<file path="src/rtl/ptc_pwr_pkg.sv">
// Shared types and constants for the PTC power sequencer: FSM encoding and
// the bit layout of the latched fault-source vector.
package ptc_pwr_pkg;

    typedef enum logic [2:0] {
        ST_IDLE    = 3'd0,
        ST_LV_WAIT = 3'd1,
        ST_RUN     = 3'd2,
        ST_LV_DOWN = 3'd3,
        ST_FAULT   = 3'd4
    } pwr_state_e;

    localparam int N_CH_DEF = 6;

    // fault_src layout: {over_temp[2:0], lv_alert[1:0], vp12_alert[N_CH-1:0]}.
    // LV and over-temp fields sit at these offsets above the 12 V field.
    localparam int FSRC_VP12_LSB = 0;
    localparam int FSRC_LV_OFS   = 0;
    localparam int FSRC_OT_OFS   = 2;

endpackage

</file>
<file path="src/rtl/ptc_sync2.sv">
// Parameterized-width two-flop synchronizer with asynchronous active-high reset.
module ptc_sync2 #(
    parameter int W = 1
) (
    input  logic         clk_i,
    input  logic         rst_i,
    input  logic [W-1:0] d_i,
    output logic [W-1:0] q_o
);

    logic [W-1:0] meta_q;
    logic [W-1:0] sync_q;

    always_ff @(posedge clk_i or posedge rst_i) begin
        if (rst_i) begin
            meta_q <= '0;
            sync_q <= '0;
        end else begin
            meta_q <= d_i;
            sync_q <= meta_q;
        end
    end

    assign q_o = sync_q;

endmodule

</file>
<file path="src/rtl/ptc_power_sequencer.sv">
// Sequences the PTC LV rails and the 12 V WIB channel enables with staggered
// turn-on, LV-before-12V ordering and latched fault shutdown.
module ptc_power_sequencer
    import ptc_pwr_pkg::*;
#(
    parameter int N_CH  = N_CH_DEF,
    parameter int DLY_W = 24
) (
    input  logic              clk_axi,
    input  logic              rst_axi,
    input  logic              lv_req,
    input  logic [N_CH-1:0]   cmd_en,
    input  logic [DLY_W-1:0]  step_delay,
    input  logic              fault_clr,
    input  logic [N_CH-1:0]   vp12_alert,
    input  logic [1:0]        lv_alert,
    input  logic [2:0]        over_temp,
    output logic              en_3v3,
    output logic              en_2v5,
    output logic [N_CH-1:0]   vp12_en,
    output logic              fault,
    output logic [N_CH+4:0]   fault_src,
    output logic              over_temp_led,
    output logic [2:0]        state
);

    localparam int SW     = N_CH + 5;
    localparam int LV_LSB = N_CH + FSRC_LV_OFS;
    localparam int OT_LSB = N_CH + FSRC_OT_OFS;

    logic [SW-1:0] raw_s;
    logic [N_CH-1:0] vp_s;
    logic [1:0] lv_s;
    logic [2:0] ot_s;

    ptc_sync2 #(.W(SW)) u_sync (
        .clk_i (clk_axi),
        .rst_i (rst_axi),
        .d_i   ({over_temp, lv_alert, vp12_alert}),
        .q_o   (raw_s)
    );

    assign vp_s = raw_s[FSRC_VP12_LSB +: N_CH];
    assign lv_s = raw_s[LV_LSB +: 2];
    assign ot_s = raw_s[OT_LSB +: 3];

    pwr_state_e state_q, state_d;
    logic [DLY_W-1:0] cnt_q, cnt_d;
    logic lv_en_q, lv_en_d;
    logic [N_CH-1:0] vp12_en_q, vp12_en_d;
    logic fault_q, fault_d;
    logic [SW-1:0] fault_src_q, fault_src_d;

    logic [DLY_W-1:0] load_val;
    logic [N_CH-1:0] pending;
    logic [N_CH-1:0] pick;
    logic [SW-1:0] trig;

    // A zero step delay still needs one countdown cycle between steps.
    assign load_val = (step_delay == '0) ? DLY_W'(1) : step_delay;
    assign pending  = cmd_en & ~vp12_en_q;
    assign pick     = pending & (~pending + N_CH'(1));
    assign trig     = {ot_s, lv_s & {2{lv_en_q}}, vp_s & vp12_en_q};

    always_ff @(posedge clk_axi or posedge rst_axi) begin
        if (rst_axi) begin
            state_q     <= ST_IDLE;
            cnt_q       <= '0;
            lv_en_q     <= 1'b0;
            vp12_en_q   <= '0;
            fault_q     <= 1'b0;
            fault_src_q <= '0;
        end else begin
            state_q     <= state_d;
            cnt_q       <= cnt_d;
            lv_en_q     <= lv_en_d;
            vp12_en_q   <= vp12_en_d;
            fault_q     <= fault_d;
            fault_src_q <= fault_src_d;
        end
    end

    always_comb begin
        state_d     = state_q;
        cnt_d       = cnt_q;
        lv_en_d     = lv_en_q;
        vp12_en_d   = vp12_en_q;
        fault_d     = fault_q;
        fault_src_d = fault_src_q;

        // Fault detection outranks every other transition in the same cycle.
        if (state_q != ST_FAULT && trig != '0) begin
            state_d     = ST_FAULT;
            cnt_d       = '0;
            lv_en_d     = 1'b0;
            vp12_en_d   = '0;
            fault_d     = 1'b1;
            fault_src_d = fault_src_q | trig;
        end else begin
            case (state_q)
                ST_IDLE: begin
                    lv_en_d   = 1'b0;
                    vp12_en_d = '0;
                    if (lv_req && (ot_s == '0) && (lv_s == '0)) begin
                        lv_en_d = 1'b1;
                        cnt_d   = load_val;
                        state_d = ST_LV_WAIT;
                    end
                end
                ST_LV_WAIT: begin
                    if (!lv_req) begin
                        cnt_d   = load_val;
                        state_d = ST_LV_DOWN;
                    end else if (cnt_q <= DLY_W'(1)) begin
                        cnt_d   = '0;
                        state_d = ST_RUN;
                    end else begin
                        cnt_d = cnt_q - DLY_W'(1);
                    end
                end
                ST_RUN: begin
                    if (!lv_req) begin
                        vp12_en_d = '0;
                        cnt_d     = load_val;
                        state_d   = ST_LV_DOWN;
                    end else begin
                        // Deselected channels drop at once; at most one new channel per step.
                        vp12_en_d = vp12_en_q & cmd_en;
                        if (cnt_q == '0 && pending != '0) begin
                            vp12_en_d = (vp12_en_q & cmd_en) | pick;
                            cnt_d     = load_val;
                        end else if (cnt_q != '0) begin
                            cnt_d = cnt_q - DLY_W'(1);
                        end
                    end
                end
                ST_LV_DOWN: begin
                    vp12_en_d = '0;
                    if (cnt_q == '0) begin
                        lv_en_d = 1'b0;
                        state_d = ST_IDLE;
                    end else begin
                        cnt_d = cnt_q - DLY_W'(1);
                    end
                end
                ST_FAULT: begin
                    lv_en_d     = 1'b0;
                    vp12_en_d   = '0;
                    fault_src_d = fault_src_q | raw_s;
                    if (fault_clr && raw_s == '0 && !lv_req) begin
                        fault_d     = 1'b0;
                        fault_src_d = '0;
                        state_d     = ST_IDLE;
                    end
                end
                default: begin
                    lv_en_d   = 1'b0;
                    vp12_en_d = '0;
                    state_d   = ST_IDLE;
                end
            endcase
        end
    end

    assign en_3v3        = lv_en_q;
    assign en_2v5        = lv_en_q;
    assign vp12_en       = vp12_en_q;
    assign fault         = fault_q;
    assign fault_src     = fault_src_q;
    assign over_temp_led = |fault_src_q[OT_LSB +: 3];
    assign state         = state_q;

endmodule

</file>
<file path="config.mk">
export PLATFORM = sky130hd
export DESIGN_NAME = ptc_power_sequencer
export DESIGN_NICKNAME = d
export VERILOG_FILES = /design/src/rtl/ptc_pwr_pkg.sv /design/src/rtl/ptc_sync2.sv /design/src/rtl/ptc_power_sequencer.sv
export SDC_FILE = /design/constraint.sdc
export NUM_CORES = 1
export LEC_CHECK = 0
export BUFFER_PORTS_ARGS = -buffer_cell sky130_fd_sc_hd__clkbuf_2
export CORE_MARGIN = 8
export CORE_UTILIZATION = 48
export CTS_CLUSTER_DIAMETER = 100
export CTS_CLUSTER_SIZE = 8
export DETAILED_ROUTE_END_ITERATION = 8
export GPL_TIMING_DRIVEN = 0
export PLACE_DENSITY = 0.74
export SYNTH_ARGS = -nofsm -noshare
export SYNTH_HDL_FRONTEND = slang
export SYNTH_SLANG_ARGS = --single-unit
</file>
<file path="constraint.sdc">
create_clock -name clk_axi -period 2.8 [get_ports clk_axi]
set_input_delay 0.28 -clock clk_axi [delete_from_list [all_inputs] [get_ports clk_axi]]
set_output_delay 0.28 -clock clk_axi [all_outputs]
set_load 0.02 [all_outputs]
</file>
Yosys cells after proc, flatten, opt, wreduce, memory -nomap -nowiden
Index checks and enable logic that the tools add are counted.
{"block": "word_totals", "reg_bits": 68, "mem_bits_ro": 0, "ramBits": 0, "output_inout_bits": 24, "memories": 0, "latch_bits": 0}
{"block": "op_classes", "addsub": 2, "n_bitwise": 10, "n_reduce_logical": 25, "mux": 32, "n_lt_le_gt_ge": 1, "shifts": 0, "n_eq_ne": 14, "mul": 0, "n_div": 0}
{"operator": "two-way mux 24 bit", "n": 9}
{"operator": "case mux 24 bit (4 select lines)", "n": 1}
{"operator": "logical NOT 24 bit", "n": 2}
{"operator": "two-way mux 11 bit", "n": 3}
{"operator": "AND 6 bit", "n": 4}
{"operator": "<= comparator 24 x 1 -> 1 bit, second input constant", "n": 1}
{"operator": "nonzero test 24 bit", "n": 1}
{"operator": "subtractor 24 x 1 -> 24 bit, second input constant", "n": 1}
{"operator": "bitwise OR 11 bit", "n": 2}
{"operator": "two-way mux 3 bit", "n": 7}
{"operator": "two-way mux 6 bit", "n": 3}
{"operator": "inequality test 3 bit, second input constant", "n": 6}
{"operator": "case mux 3 bit (5 select lines)", "n": 1}
{"operator": "inverter 6 bit", "n": 2}
{"operator": "case mux 6 bit (2 select lines)", "n": 1}
{"operator": "logical NOT 11 bit", "n": 1}
{"operator": "nonzero test 11 bit", "n": 1}
{"operator": "adder 6 x 1 -> 6 bit, second input constant", "n": 1}
{"operator": "equality test 3 x 2 -> 1 bit, second input constant", "n": 2}
{"operator": "logical AND 1 bit", "n": 6}
{"operator": "logical NOT 3 bit", "n": 2}
{"operator": "two-way mux 1 bit", "n": 6}
{"operator": "bitwise OR 6 bit", "n": 1}
{"operator": "nonzero test 6 bit", "n": 1}
{"operator": "other kinds (17)", "n": 19}

Depth between registers and ports, before layout
{"block": "logic_depth", "word_depth": 10, "depth_mapped": 10, "ltp_nobuf": 9}

By module
From an unflattened synthesis, not the netlist that was laid out.
{"block": "hier_totals", "hier_cells": 386, "hier_area_um2": 3519.6}
{"mod": "ptc_power_sequencer", "area_each_um2": 2965.3, "cells_each": 363, "n_inst": 1}
{"mod": "ptc_sync2", "area_each_um2": 554.3, "cells_each": 23, "n_inst": 1}

Worst setup path before layout
OpenSTA, ideal clock, no wires.
{"block": "synth_path", "path_type": "reg2reg", "startpoint": "register cnt_q[5]", "endpoint": "register cnt_q[17]", "setup_time_ps": 127, "required_time_ps": 2673, "stages_incl_launch_ff": 9, "n_path_buf": 1, "path_slack_ps": 133, "synth_period_minus_slack_ps": 2667, "arrival_ps": 2541, "path_cell_list": "dfrtp_1 > or4_4 > or4_4 > or4_1 > buf_6 > nor3_4 > xnor2_1 > nor2_1 > a221o_2"}
{"block": "synth_via", "elab_chain_cells": 6, "elab_cells_between_ends": 16}
{"element": "start: declaration", "line_no": "ptc_power_sequencer.sv:48", "text": "logic [DLY_W-1:0] cnt_q, cnt_d;"}
{"element": "start signal: assignment", "line_no": "ptc_power_sequencer.sv:75", "text": "cnt_q <= cnt_d;"}
{"element": "subtractor 24 x 1 -> 24 bit / logical NOT 24 bit (equally long branches)"}
{"element": "two-way mux 24 bit / logical AND 1 bit (equally long branches)", "line_no": "ptc_power_sequencer.sv:132, ptc_power_sequencer.sv:129"}
{"element": "two-way mux 24 bit", "line_no": "ptc_power_sequencer.sv:129", "text": "if (cnt_q == '0 && pending != '0) begin"}
{"element": "two-way mux 24 bit", "line_no": "ptc_power_sequencer.sv:122", "text": "if (!lv_req) begin"}
{"element": "case mux 24 bit (4 select lines)", "line_no": "ptc_power_sequencer.sv:100", "text": "case (state_q)"}
{"element": "two-way mux 24 bit", "line_no": "ptc_power_sequencer.sv:92", "text": "if (state_q != ST_FAULT && trig != '0) begin"}
Several ways; a longest one is shown, not always the timed one. The select of a mux whose other input is x is not followed.
A chain may end at the register's enable or synchronous reset.

Worst setup path in the final report
{"block": "layout_path", "startpoint": "register cnt_q[16]", "endpoint": "register cnt_q[21]"}
The elaborated chain is that of the path after synthesis.

==> results.py <==
metrics = {
    "power": {
        "switching_share": 0.255,
        "vdd.ir_drop.worst_uv": 420,
        "total_switching_power_uw": 497,
        "power.sequential.fraction": 0.515,
        "comb_power_share": 0.046,
        "p_int_uw": 1460,
        "leakage_power_uw": 0.00196,
        "power.density_cell_area_nw_per_um2": 470,
        "power.clock.fraction": 0.438,
    },
    "finish": {
        "most-common-layout-cells": "sky130_fd_sc_hd__clkbuf_2 (69), sky130_fd_sc_hd__dfrtp_1 (67), sky130_fd_sc_hd__nor2_1 (32), sky130_fd_sc_hd__nand2_1 (32), sky130_fd_sc_hd__a21oi_1 (30)",
        "final_layout_size_suffix_gt1_frac": 0.286,
        "num-nets-final": 494,
        "layout.filler_cells": 579,
        "fin_area_um2": 4160,
        "num_antenna_cells": 0,
        "post-route-util": 0.612,
        "layout.cells.most_common": "sky130_fd_sc_hd__clkbuf_2",
        "layout-area-overhead-vs-synth_pct": 23.4,
    },
    "placement": {
        "detailedPlacementHpwl_um": 6710,
        "portBuffers": 68,
        "place.gp.congestion": 0.885,
        "post_detailed_placement_cell_area_um2": 3830,
        "pre_cts_ws_ns": -0.309,
    },
    "yosys": {
        "synth_compound_gate_area_share": 0.208,
        "synthSimpleGateAreaFrac": 0.228,
        "ys_types": 52,
        "netlist.top_cell.by_area": "sky130_fd_sc_hd__dfrtp_1",
        "synth-seq-cells": 68,
        "avgSynthCellArea_um2": 9.36,
        "number_of_enable_type_register_cells_in_the_synthesized_netlist": 0,
        "post_synth_xor_area_fraction": 0.00260,
        "synth_fa_ha_area_frac": 0.0111,
        "ys.warnings.count": 0,
        "yosys_top_cell_area_share": 0.505,
        "synth.cell_area_um2": 3370,
        "synth.top_cells.by_area": "sky130_fd_sc_hd__dfrtp_1 (51%), sky130_fd_sc_hd__a21oi_1 (4.5%), sky130_fd_sc_hd__nor2_1 (3.9%)",
        "synth-seq-area-share": 0.505,
        "synthCells": 360,
        "largest_family_of_logic_cells_by_synthesized_area": "simple AND/OR/NAND/NOR gates",
        "postSynthNetCount": 408,
        "muxShareOfSynthArea": 0,
        "ys_async_sr_fraction": 1.00,
        "ys_dominant_reg_cell": "sky130_fd_sc_hd__dfrtp_1",
    },
    "cts": {
        "clock_tree.htree_level_count": 3,
        "cts_hold_buffers": 0,
        "clk_latency_ns": 0.35,
        "clock_tree.root_cell": "sky130_fd_sc_hd__clkbuf_8",
        "number_of_buffers_added_by_the_clock_tree_synthesis_step": 9,
        "cts_max_path_buffers": 2,
        "numClockSinks": 68,
        "cts_tree": "built",
        "cts.reportedPaths.clkPinSlew_ns": 0.08,
    },
    "timing": {
        "finalHoldViolations": 0,
        "whs_ns": 0.0317,
        "timing.max_slew.rel_slack": 0.450,
        "grt_setup_unrepaired": "false",
        "finalClockSkew_ns": 0.0107,
        "fmaxAchievable_ghz": 0.368,
        "timing_max_transition_violations_final": 0,
        "period_minus_slack_ns": 2.71,
        "timing.final.ws_setup_ns": 0.0857,
        "max_slew.worst_pin.slew_ns": 0.826,
        "finalCritPeriodShare": 0.969,
        "timing.final.setup_violations": 0,
    },
    "worst_hold_path": {
        "whs_path_depth": 1,
        "worst_hold_path_type": "input pin to flip-flop",
    },
    "outcome": {
        "run_status": "completed",
    },
    "setup_path": {
        "critical_path.endpoint": "cnt_q[21]$_DFFE_PP0P_",
        "critical_path_peak_fanout": 10,
        "worst_ep_required_time_ns": 3.03,
        "timing.critical_path.arrival_ns": 2.95,
        "critical_path.endpoint_type": "flip-flop",
        "r2r.worst_path.cells": 8,
        "timing_worst_setup_path_type": "flip-flop to flip-flop",
        "timing.reg2reg.setup_slack_ns": 0.09,
        "worstSetupStartpointType": "flip-flop",
        "critPathLaunch": "cnt_q[16]$_DFFE_PP0P_",
        "worst_reg2reg_startpoint": "cnt_q[16]$_DFFE_PP0P_",
        "worst_r2r_endpoint": "cnt_q[21]$_DFFE_PP0P_",
    },
    "drt": {
        "drc": 0,
        "wl_per_cell_um": 17.3,
        "totalWireLength_um": 9450,
        "vias_after_detailed_routing": 3219,
        "routed_via_density": 5.88,
        "first_iter_violations": 216,
        "drt.antenna.violating_nets": 0,
        "iteration_count_of_the_initial_detailed_routing_pass": 5,
    },
    "die": {
        "die_height_um": 99.8,
        "coreArea_um2": 6790,
        "chipWidth_um": 99.8,
        "floorplan.initialDensity": 0.496,
        "design.die.area_um2": 9960,
        "cell_rows": 30,
        "io-pin-count": 69,
    },
    "global_routing": {
        "antenna_found_initial": 0,
        "grt_start_max_net_pins": 69,
        "grt_pass1_wl_um": 15000,
        "all_layer_global_routing_usage": 0.190,
        "grt_pass1_vias": 3203,
        "grt-ovfl-total": 0,
    },
    "run": {
        "total_of_max_cap_violations": 0,
    },
}
-- timing repair --
| item | 4_1_cts | 5_1_grt |
|---|---|---|
| buffers inserted | 0 | 7 |
| endpoints found under the setup margin | 24 | 23 |
| gates resized for setup | 4 | 11 |
| pin swaps | 0 | 4 |
-- synth_stat cells (2+ instances only) --
library cell / count
sky130_fd_sc_hd__o21ai_2: 2
sky130_fd_sc_hd__nand3_1: 5
sky130_fd_sc_hd__or3_1: 7
sky130_fd_sc_hd__a221o_1: 4
sky130_fd_sc_hd__o221ai_1: 2
sky130_fd_sc_hd__o22ai_1: 2
sky130_fd_sc_hd__nor4_1: 17
sky130_fd_sc_hd__o211ai_1: 3
sky130_fd_sc_hd__ha_1: 3
sky130_fd_sc_hd__nor2_1: 35
sky130_fd_sc_hd__o21a_1: 3
sky130_fd_sc_hd__or4_4: 2
sky130_fd_sc_hd__and2_1: 3
sky130_fd_sc_hd__buf_2: 5
sky130_fd_sc_hd__dfrtp_1: 68
sky130_fd_sc_hd__nand4_1: 2
sky130_fd_sc_hd__o2bb2ai_1: 2
sky130_fd_sc_hd__a21o_1: 3
sky130_fd_sc_hd__clkbuf_1: 6
sky130_fd_sc_hd__o211a_1: 2
sky130_fd_sc_hd__or2_2: 10
sky130_fd_sc_hd__or4_1: 3
sky130_fd_sc_hd__a21oi_1: 30
sky130_fd_sc_hd__a32oi_1: 4
sky130_fd_sc_hd__nor3_1: 10
sky130_fd_sc_hd__a22oi_1: 10
sky130_fd_sc_hd__nand2_1: 32
sky130_fd_sc_hd__and3_1: 5
sky130_fd_sc_hd__a311oi_1: 2
sky130_fd_sc_hd__inv_1: 23
sky130_fd_sc_hd__o21ai_0: 23
sky130_fd_sc_hd__nand2b_1: 9
sky130_fd_sc_hd__a211o_1: 3
sky130_fd_sc_hd__a211oi_1: 2
-- layout make-up --
cell class / instances / area [µm²] / share of cell area
buffer: 13 / 67.6 / 0.0163
clock buffer: 9 / 124 / 0.0298
clock inverter: 7 / 80.1 / 0.0193
inverter: 23 / 88.8 / 0.0214
multi-input combinational: 256 / 1580 / 0.380
sequential: 68 / 1700 / 0.410
tap: 96 / 120 / 0.0289
timing repair buffer: 75 / 393 / 0.0945
-- sequential cells by signal (all words and copies together) (netlist names) --
register       flops
vp12_en            6
cnt_q             24
state              3
en_2v5             1
fault_src         11
u_sync.meta_q     11
u_sync.q_o        11
fault              1
-- critical path: stages, from the launching register on --
cell and delay (ns):
sky130_fd_sc_hd__dfrtp_1 0.47, sky130_fd_sc_hd__nor4_4 0.41, sky130_fd_sc_hd__nand3_1 0.21, sky130_fd_sc_hd__or2_2 0.39, sky130_fd_sc_hd__o21ai_4 0.27, sky130_fd_sc_hd__or2_2 0.20
sky130_fd_sc_hd__buf_2 0.27, sky130_fd_sc_hd__o2bb2ai_1 0.11, sky130_fd_sc_hd__a211o_1 0.27
-- per-layer routing --
layer,global-route usage,routed length [µm],vias to the layer above
met5,0,0,-
met4,0.0966,242,0
met3,0.0353,549,28
met2,0.303,4550,142
met1,0.241,4110,1564
li1,-,-,1485
-- per-stage QoR --
step / TNS (ns) / std cells / total power [µW]
after global placement: -3.62 / 524 / 1110
after detailed placement: -5.36 / 524 / 1110
after CTS: 0 / 540 / 1960
after floorplan: 0 / 360 / 1060
final: 0 / 547 / 1950
after global routing: 0 / 547 / 2020
-- power groups by stage --
stage | sequential (µW) | combinational, µW | clock [µW]
after floorplan | 1020 | 38.1 | 0
after CTS | 1010 | 89.3 | 866
after global routing | 1010 | 101 | 911
after detailed placement | 1030 | 88.7 | 0
final | 1010 | 90.3 | 857
after global placement | 1030 | 87.1 | 0
-- how the worst min path moves through the flow --
stage                                     startpoint                          to  slack [ns]
after global placement    u_sync.meta_q[8]$_DFF_PP0_     u_sync.q_o[8]$_DFF_PP0_        0.33
after floorplan                        vp12_alert[0]  u_sync.meta_q[0]$_DFF_PP0_        0.31
after CTS                              vp12_alert[4]  u_sync.meta_q[4]$_DFF_PP0_        0.02
final                                  vp12_alert[4]  u_sync.meta_q[4]$_DFF_PP0_        0.03
after global routing                   vp12_alert[3]  u_sync.meta_q[3]$_DFF_PP0_        0.01
after detailed placement  u_sync.meta_q[1]$_DFF_PP0_     u_sync.q_o[1]$_DFF_PP0_        0.34
-- cells by family after synthesis --
group | count (synthesis)
AOI/OAI and AO/OA | 105
DFF | 68
and+or+nand+nor | 147
adders and majority gates | 3
xor gates and xnor gates | 1
buffers and inverters | 36
Power figures use the tool's default switching activity.
